## config.mk

```make
export PLATFORM = sky130hd
export DESIGN_NAME = dna_base4_decoder
export DESIGN_NICKNAME = d
export VERILOG_FILES = /design/src/rtl/dna_pkg.sv /design/src/rtl/dna_code_to_ascii.sv /design/src/rtl/dna_base4_decoder.sv
export SDC_FILE = /design/constraint.sdc
export NUM_CORES = 1
export LEC_CHECK = 0
export ABC_AREA = 1
export BUFFER_PORTS_ARGS = -buffer_cell sky130_fd_sc_hd__buf_4
export CAP_MARGIN = 20
export CORE_MARGIN = 4
export CORE_UTILIZATION = 38
export DETAILED_ROUTE_END_ITERATION = 8
export PLACE_DENSITY = 0.76
export SLEW_MARGIN = 20
export SYNTH_ARGS = -nofsm -noshare
export SYNTH_HDL_FRONTEND = slang
export SYNTH_SLANG_ARGS = --single-unit
```

## constraint.sdc

```tcl
create_clock -name clk -period 1.5 [get_ports clk]
set_input_delay 0.3 -clock clk [delete_from_list [all_inputs] [get_ports clk]]
set_output_delay 0.3 -clock clk [all_outputs]
set_load 0.005 [all_outputs]
```

## src/rtl/dna_pkg.sv

```systemverilog
// Shared DNA base definitions: 2-bit base codes, their ASCII letters and the
// code-to-letter map used by both the k-mer hash encoder and the decoder.
package dna_pkg;

  localparam logic [1:0] BASE_A = 2'd0;
  localparam logic [1:0] BASE_C = 2'd1;
  localparam logic [1:0] BASE_G = 2'd2;
  localparam logic [1:0] BASE_T = 2'd3;

  localparam logic [7:0] ASCII_A = 8'd65;
  localparam logic [7:0] ASCII_C = 8'd67;
  localparam logic [7:0] ASCII_G = 8'd71;
  localparam logic [7:0] ASCII_T = 8'd84;

  typedef enum logic {
    ST_IDLE,
    ST_SHIFT
  } dec_state_t;

  function automatic logic [7:0] code2ascii(input logic [1:0] code);
    logic [7:0] ch;
    case (code)
      BASE_A:  ch = ASCII_A;
      BASE_C:  ch = ASCII_C;
      BASE_G:  ch = ASCII_G;
      default: ch = ASCII_T;
    endcase
    return ch;
  endfunction

endpackage

```

## src/rtl/dna_code_to_ascii.sv

```systemverilog
// Combinational lookup from a 2-bit base code to its ASCII letter.
module dna_code_to_ascii
  import dna_pkg::*;
(
  input  logic [1:0] code,
  output logic [7:0] ascii
);

  assign ascii = code2ascii(code);

endmodule

```

## src/rtl/dna_base4_decoder.sv

```systemverilog
// Serialises one packed base-4 k-mer hash back into ASCII bases, first base
// first, one per accepted beat; a new hash may load on the last-beat cycle.
module dna_base4_decoder
  import dna_pkg::*;
#(
  parameter int K      = 4,
  parameter int HASH_W = 32
) (
  input  logic              clk,
  input  logic              rst_n,
  input  logic [HASH_W-1:0] hash_in,
  input  logic              hash_valid,
  output logic              hash_ready,
  output logic [7:0]        char_out,
  output logic              char_valid,
  input  logic              char_ready,
  output logic              char_last,
  output logic              busy
);

  localparam int SW = 2 * K;
  localparam int CW = (K > 1) ? $clog2(K) : 1;
  localparam logic [CW-1:0] LAST_IDX = CW'(K - 1);

  dec_state_t    state, state_nxt;
  logic [SW-1:0] shift_q, shift_nxt;
  logic [CW-1:0] count_q, count_nxt;
  logic          load;
  logic          beat;

  generate
    if (HASH_W > SW) begin : g_unused_hi
      logic unused_hi;
      assign unused_hi = ^hash_in[HASH_W-1:SW];
    end
  endgenerate

  // hash_ready depends on char_ready in the last-beat cycle so k-mers can
  // stream back to back without a bubble.
  always_comb begin
    busy       = (state == ST_SHIFT);
    char_valid = busy;
    char_last  = busy && (count_q == LAST_IDX);
    hash_ready = !busy || (char_last && char_ready);
    load       = hash_valid && hash_ready;
    beat       = char_valid && char_ready;
  end

  always_comb begin
    state_nxt = state;
    shift_nxt = shift_q;
    count_nxt = count_q;
    if (load) begin
      state_nxt = ST_SHIFT;
      shift_nxt = hash_in[SW-1:0];
      count_nxt = '0;
    end else if (beat) begin
      if (char_last) begin
        state_nxt = ST_IDLE;
      end else begin
        shift_nxt = shift_q << 2;
        count_nxt = count_q + CW'(1);
      end
    end
  end

  always_ff @(posedge clk or negedge rst_n) begin
    if (!rst_n) begin
      state   <= ST_IDLE;
      shift_q <= '0;
      count_q <= '0;
    end else begin
      state   <= state_nxt;
      shift_q <= shift_nxt;
      count_q <= count_nxt;
    end
  end

  dna_code_to_ascii u_lut (
    .code  (shift_q[SW-1 -: 2]),
    .ascii (char_out)
  );

endmodule

```

==> results of run 1 <==
[worst min-delay path, delay by kind of cell]
kind / cells / cell delay, ps
AND/OR/NAND/NOR: 2 / 130
buffers and inverters: 1 / 80
[registers in the layout, summed over array words and instances (netlist names)]
register,cells
busy,1
count_q,2
shift_q,8
[layer usage]
layer	share of wire [%]	vias up	GRT usage, %
li1	-	287	-
met1	43	267	16.44
met2	49	22	20.65
met3	7.3	0	2.454
met4	0	0	4.036
met5	0	-	0
[how the worst min path moves through the flow]
stage	from	end	slack (ps)	cells past startpoint
final	hash_in[1]	shift_q[1]	270	3
after detailed placement	rst_n	count_q[0]	150	1
after CTS	hash_in[0]	shift_q[0]	270	3
after global placement	rst_n	count_q[0]	140	1
after global routing	hash_in[0]	shift_q[0]	280	3
after floorplan	rst_n	busy	4	0
[layout make-up]
class / count / area [um^2]
clock buffer: 4 / 26.28
fill: 151 / 704.4
inverter: 8 / 30.03
multi-input combinational: 51 / 284.0
sequential: 11 / 275.3
tap: 16 / 20.02
timing repair buffer: 26 / 201.4
[synthesized netlist by cell type (all sizes together)]
master / instances / area (um^2)
buf: 8 / 63.81
conb: 2 / 7.510
dfrtp: 11 / 275.3
ha: 3 / 37.54
inv: 8 / 30.03
nand2: 20 / 85.08
nand3: 15 / 75.07
nand4: 6 / 37.54
o21ai: 2 / 10.01
or2: 1 / 6.260
[stage by stage]
step	utilization, %	hold slack, ps	setup slack [ps]	area (um^2)
global placement	48.13	142.3	185.2	742.0
floorplan	-	4.409	301.2	635.6
detailed placement	48.13	145.7	169.6	742.0
global route	54.30	280.9	-58.89	837.1
CTS	54.30	267.6	-14.49	837.1
finish	54.30	269.1	-13.48	837.1
[what timing repair did]
item / in CTS / in global routing
hold buffers: 1 / 0
resized for setup: 7 / 0
endpoints found under the hold margin: 11 / 0
gates cloned: 0 / 0
pin swaps: 2 / 2
setup buffers: 5 / 0
endpoints found under the setup margin: 2 / 1
[cell families (layout without fill, tap and decap cells)]
logic type      count (synthesis)  in the layout
compound gates                  2              2
fa+ha+maj                       3              3
buf+inv                        16             38
simple gates                   42             42
flops                          11             11
other cells                     2              4
[power by group through the flow]
stage,logic (mW),clock network (mW),registers (mW)
final,0.519,0.206,0.470
after global routing,0.595,0.228,0.481
after CTS,0.522,0.207,0.468
after detailed placement,0.430,0,0.474
after global placement,0.413,0,0.467
after floorplan,0.286,0,0.455
==> results.cfg, run 1 <==
[detailed_routing]
wl_per_cell_um = 11.99
dr.pass1.iters = 4
wl_mm = 1.391
drt-vias-per-instance = 4.966
ant_nets = 0
drtIter0Drc = 19
drc = 0
dr_total_vias = 576

[global_route]
antenna_found_initial = 0
grt_pass1_wl_mm = 2.415
grt_pass1_vias = 566
grt_max_degree = 12
gr-total-overflow = 0
grt_use_total_pct = 12.58

[critical_path]
start_kind = flip-flop
rr_startpoint = count_q[0]
path_cells = ha_2, or2_4, buf_6
cp.required_ps = 1200
reg2reg_to = shift_q[3]
rr_worst_depth = 7
cp-end-kind = output port
slowest_delay_ps = 400
crit_path_top_delay_cell = dfrtp_1
rrSetupSlack_ps = 240
worstPathArrival_ps = 1210
critPathCapture = char_out[2]
worstSetupPathType = reg -> out
crit_start = shift_q[6]
crit_fanout = 3
critical_path_depth = 3
worst_path_dominant_cell_family = flip-flops
path_buf_inv = 1

[cells_and_area]
area_growth_pct = 33.27
drive_above_1_share_pct = 36.00
final_common_cell = buf_4
num_antenna_cells = 0
final_cells = 116
layout_common_cells = 24 x buf_4, 17 x nand2_1, 15 x nand3_1, 11 x dfrtp_1, 7 x inv_1
nets = 140

[sta]
period_needed_ps = 1513
clock_skew_ps = 0.3930
clock.fmax_mhz = 660.7
setup_tns_ps = -13.48
period_share_pct = 100.9
setup_viol = 1
setup_ws_ps = -13.48
grt_setup_unrepaired = true
slew_viol_final = 0
hold_viol = 0

[power_and_ir_drop]
switchingPower_uw = 419.9
p_seq_share_pct = 39.3
comb_power_share_pct = 43.4
total_power_mw = 1.194
intPower_uw = 774.1
power_density_nw_per_um2 = 1426
swShare_pct = 35.17
power_leakage_nw = 0.4573
pwr-share-clk_pct = 17.2
vdd_drop_max_mv = 0.6431

[run_status]
violations = setup timing
status = complete, but fails checks

[synthesis]
synthSimpleGateAreaFrac_pct = 32.47
synth_compound_area_share_pct = 1.594
syn_inst = 76
ys_types = 14
synth.cell_area_um2 = 628.1
ys_seq_area_share_pct = 43.82
synth-adder-area-share_pct = 5.976
avgSynthCellArea_um2 = 8.265
muxShareOfSynthArea_pct = 0
synth-warning-count = 0
synth_xor_area_share_pct = 0
ys_ff_latch = 11
synth_top_family_by_area = simple AND/OR/NAND/NOR gates

[die]
core_um2 = 1541
die-area_um2 = 2367
die_w_um = 48.66
die_height_um = 48.66
start_util_pct = 40.75
fp-row-count = 14
io_pins = 48

[clock_tree]
cts_tree = built
path_clk_slew_ps = 70
cts_made_buffers = 3
cts_max_level = 1
clkLatencyLatePin_ps = 260
cts_root_buffer = clkbuf_4
cts.path.max_buffers = 2
clock-sinks = 11

[job]
cap_violations = 0

[hold_path]
hp-class = in -> reg

[place]
dp_cells = 106
dp_hpwl_um = 943.5
io_buffers = 19
place.gp.congestion = 0.7769
Power figures use the tool's default switching activity.
==> inputs of run 2 (changes only) <==
Settings changed: CORE_MARGIN 4 to 2, TNS_END_PERCENT set to 50.
==> run 2 against run 1 <==
Against the previous run: critical endpoint unchanged; critical path type unchanged; combinational power shrank 4%; final cell count is 1.7% lower; sequential cell count did not move; setup slack worse by 8.3 ps; the run still ends with setup timing left; hold slack got worse by 17 ps; largest cell class unchanged.
==> results.cfg, run 2 (synthesis gave the netlist of run 1 again) <==
[cells_and_area]
fillers = 151
area_growth_pct = 32.47
final_common_cell = buf_4
utilization_pct = 54.60
final_cells = 114
regMostFlops = shift_q
layout_common_cells = 22 x buf_4, 17 x nand2_1, 15 x nand3_1, 11 x dfrtp_1, 7 x inv_1
drive_above_1_share_pct = 34.69
nets = 138
largest_register_ffs = 8
num_antenna_cells = 0

[die]
fp-row-count = 14
die-area_um2 = 1994
start_util_pct = 41.22
core_um2 = 1524
die_height_um = 44.66
io_pins = 48
die_w_um = 44.66

[clock_tree]
cts_tree = built
clock-sinks = 11
cts.path.max_buffers = 2
clkLatencyLatePin_ps = 280
path_clk_slew_ps = 70
cts_max_level = 1
cts_made_buffers = 3
cts_root_buffer = clkbuf_4

[run_status]
violations = setup timing
status = complete, but fails checks

[detailed_routing]
wl_per_cell_um = 11.62
drtIter0Drc = 9
dr_total_vias = 574
wl_mm = 1.325
dr.pass1.iters = 4
drt-vias-per-instance = 5.035
drc = 0
ant_nets = 0

[critical_path]
cp-end-kind = output port
worstSetupPathType = reg -> out
crit_fanout = 3
cp.required_ps = 1200
worstPathArrival_ps = 1220
start_kind = flip-flop

[global_route]
grt_max_degree = 12
gr-total-overflow = 0
grt_pass1_wl_mm = 2.332
grt_use_total_pct = 16.58
grt_pass1_vias = 551
antenna_found_initial = 0

[sta]
hold_viol = 0
hold_ws_ps = 252.5
clock.fmax_mhz = 657.1
period_share_pct = 101.5
period_needed_ps = 1522
grt_setup_unrepaired = true
setup_viol = 1
setup_ws_ps = -21.81
setup_tns_ps = -21.81
slew_viol_final = 0
clock_skew_ps = 3.225

[job]
cap_violations = 0

[power_and_ir_drop]
vdd_drop_max_mv = 0.7408
power_density_nw_per_um2 = 1439
power_leakage_nw = 0.4484

[place]
io_buffers = 19
place.gp.congestion = 0.7596
dp_cells = 106
dp_hpwl_um = 887.9

[hold_path]
hp-class = in -> reg
run 2: changes by cell type in the layout (fill, tap and decap cells not counted), sizes merged:
cell	before	now
buf	25	23
run 2: worst max-delay path, cell delays in order, from the launching register on:
cell,delay (ps)
dfrtp_1,400
ha_2,190
or2_4,240
buf_6,110
run 2: cell type report:
type                       instances  area (um^2)  share of cell area, %
clock buffer                       4        26.28                  3.158
timing repair buffer              24        186.4                  22.41
tap                               16        20.02                  2.406
multi-input combinational         51        294.0                  35.34
sequential                        11        275.3                  33.08
inverter                           8        30.03                  3.609
run 2: through the flow:
| stage | total power [mW] | setup slack, ps | instance area (um^2) |
|---|---|---|---|
| finish | 1.197 | -21.81 | 832.0 |
| global route | 1.300 | -72.56 | 832.0 |
| CTS | 1.169 | -29.12 | 819.5 |
| detailed placement | 0.9006 | 171.4 | 742.0 |
| global placement | 0.8767 | 183.6 | 742.0 |
| floorplan | 0.7407 | 301.2 | 635.6 |
run 2: layer usage:
layer	track usage (%)	routed length, um	up-vias
met3	2.449	88	3
met1	19.64	534	262
met4	10.91	31	0
met5	0	0	-
met2	27.54	671	28
li1	-	-	281
run 2: timing repair:
action                                  CTS  global route
hold buffers                              1             0
gates resized for setup                   6             2
endpoints found under the setup margin    2             3
endpoints found under the hold margin    11             0
setup buffers                             3             0
cloned                                    0             0
pin swaps                                 1             1
run 2: worst paths after layout:
path                                 start          end  slack [ps]  depth (start not counted)
max in group asynchronous            rst_n   shift_q[5]         970                          2
worst max-delay path            shift_q[7]  char_out[2]         -20                          3
worst min register to register  shift_q[0]   shift_q[0]         480                          2
worst max register to register  count_q[0]   count_q[1]         230                          7
min in group asynchronous            rst_n   count_q[0]         380                          2
worst min-delay path            hash_in[0]   shift_q[0]         250                          3
run 2: power breakdown:
group / leakage (nW) / switching [mW] / internal (mW)
Sequential: 0.142 / 0.0880 / 0.401
Clock: 0.0150 / 0.106 / 0.103
Combinational: 0.292 / 0.240 / 0.259
==> inputs of run 3 (changes only) <==
Settings changed: PLACE_DENSITY 0.76 to 0.86.
==> run 3 against run 2 <==
Against the previous run: the flow still finishes with violations (setup timing); hold slack improved by 18 ps; final cell count stayed put; global-route usage fell by 3.1 points; critical endpoint unchanged; largest cell class unchanged; largest power group is now sequential cells; highest routed layer is now met3.
==> results.cfg, run 3 (synthesis gave the netlist of run 1 again) <==
[run_status]
status = complete, but fails checks
violations = setup timing

[detailed_routing]
dr_wl_met2_um = 593
wl_met3_um = 120
highest_layer = met3
met1_length_um = 479
wl_per_cell_um = 10.46
dr.pass1.iters = 5
wl_mm = 1.193
dr_total_vias = 559
drt-vias-per-instance = 4.904
drtIter0Drc = 8
ant_nets = 0
drc = 0

[cells_and_area]
num_antenna_cells = 0
design_area_um2 = 814.5
area_growth_pct = 29.68
final_cells = 114
layout_common_cells = 22 x buf_4, 18 x nand2_1, 15 x nand3_1, 11 x dfrtp_1
nets = 138
drive_above_1_share_pct = 34.69
final_common_cell = buf_4
fillers = 165
regMostFlops = shift_q
largest_register_ffs = 8

[clock_tree]
cts_max_level = 1
cts.path.max_buffers = 2
path_clk_slew_ps = 70
cts_tree = built
clock-sinks = 11
cts_made_buffers = 3
clkLatencyLatePin_ps = 260
cts_root_buffer = clkbuf_4

[place]
dp_cells = 106
io_buffers = 19
dpl-instance-area_um2 = 742.0
place.gp.congestion = 0.7760
place_ws_ps = 168.8
dp_hpwl_um = 846.1

[power_and_ir_drop]
power_density_nw_per_um2 = 1403
total_power_mw = 1.143
power_leakage_nw = 0.4469
p_seq_share_pct = 41.5
swShare_pct = 34.40
intPower_uw = 749.9
comb_power_share_pct = 41.1
switchingPower_uw = 393.3
pwr-share-clk_pct = 17.4
vdd_drop_max_mv = 0.8220

[sta]
period_needed_ps = 1526
setup_ws_ps = -25.61
clock.fmax_mhz = 655.5
grt_setup_unrepaired = true
period_share_pct = 101.7
hold_viol = 0
clock_skew_ps = 2.251
slew_viol_final = 0
hold_ws_ps = 270.8
setup_viol = 1

[die]
die_height_um = 44.66
die_w_um = 44.66
die-area_um2 = 1994
fp-row-count = 14
start_util_pct = 41.22
core_um2 = 1524
io_pins = 48

[critical_path]
crit_start = shift_q[7]
start_kind = flip-flop
path_cells = ha_2, or2_4, buf_6
worstSetupPathType = reg -> out
worstPathArrival_ps = 1230
reg2reg_to = shift_q[2]
crit_fanout = 3
rr_worst_depth = 7
slowest_delay_ps = 400
cp.required_ps = 1200
cp-end-kind = output port
crit_path_top_delay_cell = dfrtp_1
rrSetupSlack_ps = 240
rr_startpoint = count_q[0]

[global_route]
grt_pass1_wl_mm = 1.918
grt_max_degree = 14
gr-total-overflow = 0
grt_pass1_vias = 472
grt_use_total_pct = 13.47
antenna_found_initial = 0

[job]
cap_violations = 0

[hold_path]
hp-start = hash_in[0]
hold_depth = 3
hold_path_end = shift_q[0]
hp-class = in -> reg
## run 3: cell counts in the layout (fill, tap and decap cells not counted)
No cell type changed its count.
## run 3: worst max-delay path by stage
stage,endpoint,slack [ps],cells after the start
after floorplan,char_out[2],300,2
after global placement,char_out[2],190,3
after detailed placement,char_out[2],170,3
after CTS,char_out[2],-20,4
after global routing,char_out[2],-80,3
final,char_out[2],-30,3
## run 3: area by class of cell
| type | count | area (um^2) | area share [%] |
|---|---|---|---|
| multi-input combinational | 51 | 276.5 | 33.95 |
| sequential | 11 | 275.3 | 33.79 |
| timing repair buffer | 24 | 186.4 | 22.89 |
| inverter | 8 | 30.03 | 3.687 |
| clock buffer | 4 | 26.28 | 3.226 |
| tap | 16 | 20.02 | 2.458 |
## run 3: power by group through the flow
| stage | Sequential, mW | Combinational [mW] | Clock, mW |
|---|---|---|---|
| finish | 0.475 | 0.470 | 0.198 |
| global route | 0.493 | 0.532 | 0.219 |
| CTS | 0.473 | 0.466 | 0.208 |
| detailed placement | 0.479 | 0.422 | 0 |
| global placement | 0.475 | 0.406 | 0 |
| floorplan | 0.455 | 0.286 | 0 |
## run 3: metrics by stage
step | utilization (%) | TNS, ps
2_1_floorplan | - | 0
3_3_place_gp | 48.69 | 0
3_5_place_dp | 48.69 | 0
4_1_cts | 53.28 | -20.42
5_1_grt | 53.45 | -82.48
6_report | 53.45 | -25.61
## run 3: critical path: cells and delay by family, from the launching register on
family | cells | cell delay, ps
adders and majority gates | 1 | 200
buffers and inverters | 1 | 110
DFF | 1 | 400
and+or+nand+nor | 1 | 250
## run 3: timing repair
item	in CTS	in global routing
pin swaps	2	1
hold buffers	1	0
endpoints found under the hold margin	11	0
gates resized for setup	4	2
setup endpoints to repair	1	4
setup buffers	3	0
## run 3: routing by layer
| layer | vias to the layer above | track usage (%) |
|---|---|---|
| li1 | 280 | - |
| met1 | 249 | 16.41 |
| met2 | 30 | 22.32 |
| met3 | 0 | 2.449 |
| met4 | 0 | 7.273 |
| met5 | - | 0 |
